--- config.mk ---
export PLATFORM = sky130hd
export DESIGN_NAME = alu_operand_sequencer
export DESIGN_NICKNAME = d
export VERILOG_FILES = /design/src/rtl/alu_operand_sequencer.sv
export SDC_FILE = /design/constraint.sdc
export NUM_CORES = 1
export LEC_CHECK = 0
export BUFFER_PORTS_ARGS = -buffer_cell sky130_fd_sc_hd__buf_2
export CORE_ASPECT_RATIO = 1.1
export CORE_UTILIZATION = 35
export CTS_CLUSTER_DIAMETER = 150
export CTS_CLUSTER_SIZE = 8
export DETAILED_ROUTE_END_ITERATION = 10
export PLACE_DENSITY = 0.56
export SYNTH_ARGS = -nofsm -noshare
export SYNTH_HDL_FRONTEND = slang
export SYNTH_SLANG_ARGS = --single-unit
--- constraint.sdc ---
create_clock -name clk -period 1.65 [get_ports clk]
set_input_delay 0.0825 -clock clk [delete_from_list [all_inputs] [get_ports clk]]
set_output_delay 0.0825 -clock clk [all_outputs]
set_load 0.02 [all_outputs]
--- src/rtl/alu_operand_sequencer.sv ---
`default_nettype none
// ============================================================================
// Module      : alu_operand_sequencer
// Description : Four-entry register file and instruction sequencer feeding an
//               external combinational adder. Accepts NOP/LDI/ADD/OUT over a
//               valid/ready handshake, drives registered A/B operands, writes
//               the adder SUM back and exports values on a one-cycle strobe.
// Revision    : 1.0 - initial release
// ============================================================================
module alu_operand_sequencer #(
    parameter int NREG = 4,
    parameter int W    = 4
) (
    input  logic                    clk,
    input  logic                    rst,
    input  logic                    instr_valid,
    output logic                    instr_ready,
    input  logic [1:0]              instr_op,
    input  logic [$clog2(NREG)-1:0] instr_rd,
    input  logic [$clog2(NREG)-1:0] instr_rs1,
    input  logic [$clog2(NREG)-1:0] instr_rs2,
    input  logic [W-1:0]            instr_imm,
    output logic [W-1:0]            A,
    output logic [W-1:0]            B,
    input  logic [W-1:0]            SUM,
    output logic                    out_valid,
    output logic [W-1:0]            out_data,
    output logic                    carry_flag,
    output logic                    busy
);

    localparam int         c_IW     = $clog2(NREG);
    localparam logic [1:0] c_OP_NOP = 2'b00;
    localparam logic [1:0] c_OP_LDI = 2'b01;
    localparam logic [1:0] c_OP_ADD = 2'b10;
    localparam logic [1:0] c_OP_OUT = 2'b11;

    typedef enum logic [1:0] {
        S_IDLE = 2'd0,
        S_READ = 2'd1,
        S_EXEC = 2'd2
    } state_t;

    state_t            r_state;
    state_t            w_next;
    logic [W-1:0]      r_regs [NREG];
    logic [c_IW-1:0]   r_rd;
    logic [c_IW-1:0]   r_rs1;
    logic [c_IW-1:0]   r_rs2;
    logic [W-1:0]      r_a;
    logic [W-1:0]      r_b;
    logic [W-1:0]      r_out_data;
    logic              r_out_valid;
    logic              r_carry;
    logic              w_accept;

    // Ready is suppressed during reset so nothing is accepted on a reset edge.
    assign instr_ready = (r_state == S_IDLE) && !rst;
    assign busy        = (r_state != S_IDLE);
    assign w_accept    = instr_valid && instr_ready;
    assign A           = r_a;
    assign B           = r_b;
    assign out_valid   = r_out_valid;
    assign out_data    = r_out_data;
    assign carry_flag  = r_carry;

    // State register.
    always_ff @(posedge clk) begin
        if (rst) begin
            r_state <= S_IDLE;
        end else begin
            r_state <= w_next;
        end
    end

    // Next-state logic: only an accepted ADD leaves IDLE; READ and EXEC are one cycle each.
    always_comb begin
        w_next = r_state;
        case (r_state)
            S_IDLE:  if (w_accept && (instr_op == c_OP_ADD)) w_next = S_READ;
            S_READ:  w_next = S_EXEC;
            S_EXEC:  w_next = S_IDLE;
            default: w_next = S_IDLE;
        endcase
    end

    // Datapath: register file, latched ADD indices, operands, output strobe and carry.
    always_ff @(posedge clk) begin
        if (rst) begin
            for (int i = 0; i < NREG; i++) begin
                r_regs[i] <= '0;
            end
            r_rd        <= '0;
            r_rs1       <= '0;
            r_rs2       <= '0;
            r_a         <= '0;
            r_b         <= '0;
            r_out_data  <= '0;
            r_out_valid <= 1'b0;
            r_carry     <= 1'b0;
        end else begin
            r_out_valid <= 1'b0;
            if (w_accept) begin
                case (instr_op)
                    c_OP_LDI: r_regs[instr_rd] <= instr_imm;
                    c_OP_OUT: begin
                        r_out_data  <= r_regs[instr_rs1];
                        r_out_valid <= 1'b1;
                    end
                    c_OP_ADD: begin
                        // Fields may change after accept, so the indices are held here.
                        r_rd  <= instr_rd;
                        r_rs1 <= instr_rs1;
                        r_rs2 <= instr_rs2;
                    end
                    c_OP_NOP: ;
                    default:  ;
                endcase
            end
            if (r_state == S_READ) begin
                r_a <= r_regs[r_rs1];
                r_b <= r_regs[r_rs2];
            end
            if (r_state == S_EXEC) begin
                // A wrapped unsigned sum is always smaller than either operand.
                r_regs[r_rd] <= SUM;
                r_carry      <= (SUM < r_a);
            end
        end
    end

endmodule
`default_nettype wire

Yosys cells after proc, flatten, opt, wreduce, memory -nomap -nowiden
Memories as Yosys holds them, arrays and structs flattened. A register that Yosys moved wholly into a read port is not among the register bits.
Cells that the tools add are included.

storage, ports and cells
  word-level logic and storage cells = 44
  output and inout bits = 16
  bits in writable memories = 16
  memories kept = 1
  flip-flop bits (word level) = 10
  bits of input ports = 19

memories
  memory  depth  bits a word  read ports  clocked after memory_dff  wr ports  RTL line  RTL
  r_regs  4      4            3           3                         4         46        logic [W-1:0] r_regs [NREG];

operators by class
  equality and inequality tests = 6
  bitwise logic cells = 1
  muxes and demuxes = 18
  order comparisons = 1
  reduce and logical (&&, ||, !) cells = 11

operator list
  kind                number
  $mux 1              12
  $mux 4              2
  $reduce_or 4->1     2
  $eq 2x2->1 const B  3
  $mux 2              3
  $eq 2x1->1 const B  2
  $lt 4x4->1          1
  $pmux 2 s2          1
  $reduce_and 2->1    2
  $logic_and 1x1->1   3
  $logic_not 2->1     1
  $ne 2x1->1 const B  1
  $reduce_bool 2->1   1
  $reduce_or 2->1     1
  $logic_not 1->1     1
  $not 1->1           1

Logic depth before layout (Yosys ltp)
Gate-level depths: netlist (run 1).

  word-level depth = 9
  depth in mapped cells = 6
  gate-level depth less buffers = 5

Worst setup path before layout (run 1)
No wires, ideal clock.

  path kind = reg2reg
  start = reg r_state[0]
  end = mem r_regs[1][0] (enable)
  setup time = 0.308 ns
  period minus slack after synthesis = 1.765 ns
  arrival time = 1.457 ns
  cell stages (with the launch flop) = 5
  path buffers = 0
  data required time = 1.342 ns
  setup slack = -0.115 ns
  path through = dfxtp_1 > or4b_2 > o31ai_1 > nand3b_1 > nand2_1

RTL lines
  what                    RTL line  RTL
  start, declared         44        state_t r_state;
  start signal, assigned  72        r_state <= w_next;
  end, declared           46

==> impl_metrics.yaml, run 1 <==
critical_path:
  arrival_ns: 1.60
  critPathCaptureType: "flop"
  cp-start-kind: "flop"
  cpMaxStageDelayCell: "or3_4"
  cp.required_ns: 1.65
  crit_type: "flop to flop"
  worstPathMaxFanout: 5
  worstPathCellList: "or3_4, o31ai_2, nand3b_1, nand2_2"
  slowest_delay_ns: 0.41
cts:
  cts_sinks: 38
  ctsHtreeMaxLevel: 2
  clk_path_buf_depth: 2
  tritoncts: "built"
  cts_buffers: 5
  cts-hold-fix-buffers: 0
  clk_latency_ns: 0.29
  clk_pin_slew_ns: 0.08
  clockRootBuffer: "clkbuf_8"
die:
  rows: 27
  initial_core_util_pct: 36.6
  die_x_um: 71.4
  boundaryPins: 35
  core_area_um2: 5070
  die-height_um: 78.4
  fp.dieArea_um2: 5600
detailed_routing:
  avgRoutedWirePerCell_um: 15.0
  drc: 0
  vias: 1424
  firstDrtPassIters: 4
  vias_per_cell: 5.05
  wirelength_um: 4220
  drtIter0Drc: 41
  ant_nets: 0
sta:
  setup_viol: 0
  relSlewSlack_pct: 66.8
  drv_slew: 0
  final.min_clock_period_ns: 1.61
  hold_viol: 0
  tightest_slew_ns: 0.496
  max_freq_ghz: 0.623
  period_share_pct: 97.3
  finalClockSkew_ns: 0.00752
  rsz0062_at_grt: "yes"
grt:
  grt_pass1_wl_um: 7120
  grt_pass1_vias: 1434
  grt.overflow.total: 0
  grt_antenna_before_repair: 0
  grtUsageTotal_pct: 17.2
  grt_max_degree: 19
worst_hold_path:
  hold_path.class: "primary input to flop"
final_layout:
  post-route-util_pct: 47.1
  syn_to_final_growth_pct: 28.6
  insertedDiodeCount: 0
  finish.net_count: 245
  layout_commonest_cell: "buf_2"
  drive_above_1_share_pct: 42.0
  final_cell_mix: "34 x buf_2, 25 x nor2_1, 21 x buf_4"
  fill_cells: 477
logic_synthesis:
  synth-seq-area-share_pct: 49.6
  syn_area_per_cell_um2: 11.0
  syn_inst: 169
  synth_nets: 191
  yosysUniqueCellTypes: 37
  yosysWarnings: 0
  synth_edf_count: 16
  async_reset_ff_share_pct: 0
  ys.flop_type: "dfxtp_1"
  synth_area_um2: 1860
  synth-seq-cells: 38
placed_design:
  port_buffers: 34
  gp_congestion: 0.831
  dp_hpwl_um: 3330
job:
  maxCapViolCount: 0
power_and_ir_drop:
  powerDensity_nw_per_um2: 835
  fin_total_pwr_mw: 2.00
  p_leak_nw: 0.960
  peakVddDrop_v: 0.000378
run_status:
  status: "finished clean"
## area by class of cell
type / count / area (um2) / share of cell area [%]
sequential: 38 / 926 / 38.8
multi-input combinational: 113 / 906 / 37.9
timing repair buffer: 56 / 339 / 14.2
clock buffer: 8 / 111 / 4.66
tap: 58 / 72.6 / 3.04
inverter: 9 / 33.8 / 1.41
## where the power goes
group | switching (mW) | internal (mW)
registers | 0.0261 | 1.01
logic | 0.101 | 0.0998
clock network | 0.328 | 0.432
total | 0.456 | 1.54
## path summary, 6_finish.rpt
kind | startpoint | endpoint | slack [ns] | cells past startpoint
worst min-delay path | instr_rs2[1] | r_rs2[1]$_SDFFE_PP0P_ | 0.03 | 3
worst max register to register | r_state[1]$_SDFFE_PP0P_ | r_regs[1][3]$_SDFFCE_PN0P_ | 0.04 | 4
worst min register to register | B[3]$_SDFFE_PP0N_ | B[3]$_SDFFE_PP0N_ | 0.45 | 2
worst max-delay path | r_state[1]$_SDFFE_PP0P_ | r_regs[1][3]$_SDFFCE_PN0P_ | 0.04 | 4
## logic make-up after synthesis
group	synth area share [%]
buf+inv	4.38
fa+ha+maj	2.02
compound gates	6.81
simple gates	17.3
mux	19.9
flops	49.6
## metal layers
metal | share of wire [%] | global-route usage (%)
met5 | 0 | 0
met4 | 1.3 | 5.40
met3 | 3.4 | 5.52
met2 | 51 | 29.0
met1 | 45 | 20.7
## synthesized netlist by cell type (all sizes together) (2+ instances only)
master / instances / area, um2
nand3b: 2 / 15.0
inv: 9 / 33.8
dfxtp: 22 / 440
nor2: 27 / 104
a21oi: 9 / 45.0
ha: 3 / 37.5
mux2i: 10 / 100
nand2b: 2 / 12.5
mux4: 12 / 270
nand2: 23 / 86.3
nor2b: 2 / 12.5
buf: 5 / 31.3
edfxtp: 16 / 480
clkbuf: 4 / 16.3
nor3: 4 / 31.3
a22oi: 4 / 30.0
## state kept, by name, indices dropped and copies added (netlist names), 2 cells and up
register / flops
A: 4
r_regs: 16
r_rs1: 2
B: 4
r_state: 2
r_rs2: 2
out_data: 4
r_rd: 2
## metrics by stage
| step | cell area (um2) | setup TNS [ns] | hold slack [ns] | cells | setup slack, ns |
|---|---|---|---|---|---|
| 4_1_cts | 2360 | 0 | 0.0271 | 282 | 0.00148 |
| 3_5_place_dp | 2220 | -0.750 | 0.336 | 272 | -0.0634 |
| 2_1_floorplan | 1880 | 0 | 0.192 | 169 | 0.00318 |
| 5_1_grt | 2390 | -0.256 | 0.0354 | 282 | -0.0277 |
| 6_report | 2390 | 0 | 0.0276 | 282 | 0.0444 |
| 3_3_place_gp | 2220 | -0.440 | 0.325 | 272 | -0.0449 |
## what timing repair did
item | 4_1_cts | 5_1_grt
buffers inserted | 2 | 0
pin swaps | 1 | 4
endpoints found under the setup margin | 27 | 29
gates resized for setup | 5 | 6
## critical path, delay by kind of cell, from the launching register on
kind,cells,cell delay [ns]
simple gates,3,0.75
flops,1,0.35
compound gates,1,0.21
Note: power is estimated with default switching activity, not from simulation.
==> run 2: changes to the inputs <==
--- a/config.mk
+++ b/config.mk
@@ -7,11 +7,12 @@
 export LEC_CHECK = 0
 export BUFFER_PORTS_ARGS = -buffer_cell sky130_fd_sc_hd__buf_2
 export CORE_ASPECT_RATIO = 1.1
-export CORE_UTILIZATION = 35
+export CORE_UTILIZATION = 38
 export CTS_CLUSTER_DIAMETER = 150
 export CTS_CLUSTER_SIZE = 8
 export DETAILED_ROUTE_END_ITERATION = 10
-export PLACE_DENSITY = 0.56
+export GPL_ROUTABILITY_DRIVEN = 0
+export PLACE_DENSITY = 0.59
 export SYNTH_ARGS = -nofsm -noshare
 export SYNTH_HDL_FRONTEND = slang
 export SYNTH_SLANG_ARGS = --single-unit
==> constraint.sdc (replaced) <==
create_clock -name clk -period 1.65 [get_ports clk]
set_input_delay 0.0825 -clock clk [delete_from_list [all_inputs] [get_ports clk]]
set_output_delay 0.0825 -clock clk [all_outputs]
set_load 0.005 [all_outputs]
==> run 2 against run 1 <==
  * Die area down 7.7%
  * Register-to-register slack got worse by 0.03 ns
  * Largest cell class unchanged
  * Global-route usage is 0.29 points higher
  * Maximum frequency is 1.5% lower
  * Critical path type unchanged
  * Hold slack gained 0.011 ns
  * Critical path depth is 1 higher
  * Sequential power hardly changed
==> impl_metrics.yaml, run 2 (same netlist as run 1, synthesis figures left out) <==
power_and_ir_drop:
  fin_total_pwr_mw: 1.84
  peakVddDrop_v: 0.000300
  p_leak_nw: 0.938
  comb_power_share_pct: 10.3
  powerDensity_nw_per_um2: 784
  p_clk_share_pct: 33.4
  seq_power_share_pct: 56.3
  p_int_mw: 1.40
  p_sw_share_pct: 23.8
  power_switching_uw: 438
critical_path:
  cp-start-kind: "flop"
  worst-r2r-cell-count: 5
  cp.required_ns: 1.65
  worstPathCellList: "buf_4, or4b_4, o31ai_2, nand3b_1, nand2_2"
  crit_type: "flop to flop"
  arrival_ns: 1.63
  crit_path_start: "r_state[1]$_SDFFE_PP0P_"
  critPathCaptureType: "flop"
  cpMaxStageDelayCell: "or4b_4"
  slowest_delay_ns: 0.48
  reg2reg_from: "r_state[1]$_SDFFE_PP0P_"
  worstPathMaxFanout: 4
die:
  initial_core_util_pct: 39.6
  die_x_um: 68.7
  fp.dieArea_um2: 5170
  boundaryPins: 35
  rows: 26
  die-height_um: 75.3
  core_area_um2: 4680
final_layout:
  largest_reg_flops: 16
  insertedDiodeCount: 0
  top_register: "r_regs"
  syn_to_final_growth_pct: 26.3
  final_cell_mix: "34 x buf_2, 25 x nor2_1, 20 x dfxtp_1, 20 x nand2_1, 18 x buf_4"
  finish.net_count: 243
  drive_above_1_share_pct: 40.5
  layout_commonest_cell: "buf_2"
detailed_routing:
  vias_per_cell: 5.14
  avgRoutedWirePerCell_um: 14.6
  vias: 1430
  drtIter0Drc: 44
  ant_nets: 0
  drc: 0
  wirelength_um: 4050
  firstDrtPassIters: 4
sta:
  final.min_clock_period_ns: 1.63
  fin_setup_tns_ns: 0
  hold_viol: 0
  period_share_pct: 98.8
  drv_slew: 0
  relSlewSlack_pct: 67.0
  whs_ns: 0.0390
  setup_viol: 0
  max_freq_ghz: 0.613
  rsz0062_at_grt: "yes"
  finalClockSkew_ns: 0.00471
  tightest_slew_ns: 0.493
run_status:
  status: "finished clean"
cts:
  cts-hold-fix-buffers: 0
  tritoncts: "built"
  clockRootBuffer: "clkbuf_8"
  clk_path_buf_depth: 2
  clk_pin_slew_ns: 0.07
  ctsHtreeMaxLevel: 2
  cts_buffers: 5
  clk_latency_ns: 0.29
  cts_sinks: 38
grt:
  grt_pass1_vias: 1325
  grt_max_degree: 19
  grt_antenna_before_repair: 0
  grt_pass1_wl_um: 6340
  grtUsageTotal_pct: 17.5
  grt.overflow.total: 0
worst_hold_path:
  min_path_cells: 3
  hold_path.class: "primary input to flop"
  min_from: "instr_rs2[1]"
job:
  maxCapViolCount: 0
placed_design:
  port_buffers: 34
  dp_hpwl_um: 3220
## run 2: cell count changes in the layout (fill, tap and decap cells not counted), sizes merged
cell | previous run | this run
clkinv | 0 | 2
clkbuf | 8 | 6
buf | 56 | 54
## run 2: power by group through the flow
stage                     Combinational, mW  Clock (mW)  Sequential [mW]
final                                 0.190       0.615             1.03
after global routing                  0.207       0.676             1.04
after CTS                             0.187       0.642             1.03
after detailed placement              0.182           0             1.06
after global placement                0.182           0             1.06
after floorplan                       0.113           0             1.04
## run 2: worst max-delay path, delay by kind of cell, from the launching register on
kind                   cells  cell delay [ns]
buffers and inverters      1             0.13
AND/OR/NAND/NOR            3             0.76
AO/OA/AOI/OAI              1             0.10
flip-flops                 1             0.37
## run 2: routing by layer
metal	GRT usage [%]	vias up	share of wire (%)
met3	5.09	10	3.6
met4	8.80	0	2.7
met1	21.9	679	45
met5	0	-	0
met2	27.5	33	48
li1	-	708	-
## run 2: metrics by stage
stage | worst slack [ns] | instance area (um2) | std cells | util, %
floorplan | 0.00318 | 1880 | 169 | -
global placement | -0.0234 | 2210 | 269 | 47.2
detailed placement | -0.0856 | 2210 | 269 | 47.2
CTS | 0.000879 | 2320 | 278 | 49.5
global route | -0.0573 | 2340 | 278 | 50.1
finish | 0.0192 | 2340 | 278 | 50.1
## run 2: timing repair
item / 4_1_cts / 5_1_grt
buffers inserted: 1 / 0
setup endpoints to repair: 23 / 31
gates resized for setup: 5 / 6
pin swaps: 1 / 5
## run 2: worst paths after layout
| check | end | slack (ns) |
|---|---|---|
| max | r_regs[1][1]$_SDFFCE_PN0P_ | 0.02 |
| min | r_rs2[1]$_SDFFE_PP0P_ | 0.04 |
| max reg2reg | r_regs[1][1]$_SDFFCE_PN0P_ | 0.02 |
| min reg2reg | B[2]$_SDFFE_PP0N_ | 0.45 |
## run 2: area by class of cell
| cell class | instances | area [um2] |
|---|---|---|
| timing repair buffer | 54 | 328 |
| multi-input combinational | 113 | 907 |
| inverter | 9 | 33.8 |
| tap | 56 | 70.1 |
| clock inverter | 2 | 10.0 |
| clock buffer | 6 | 72.6 |
| fill | 468 | 2340 |
| sequential | 38 | 923 |
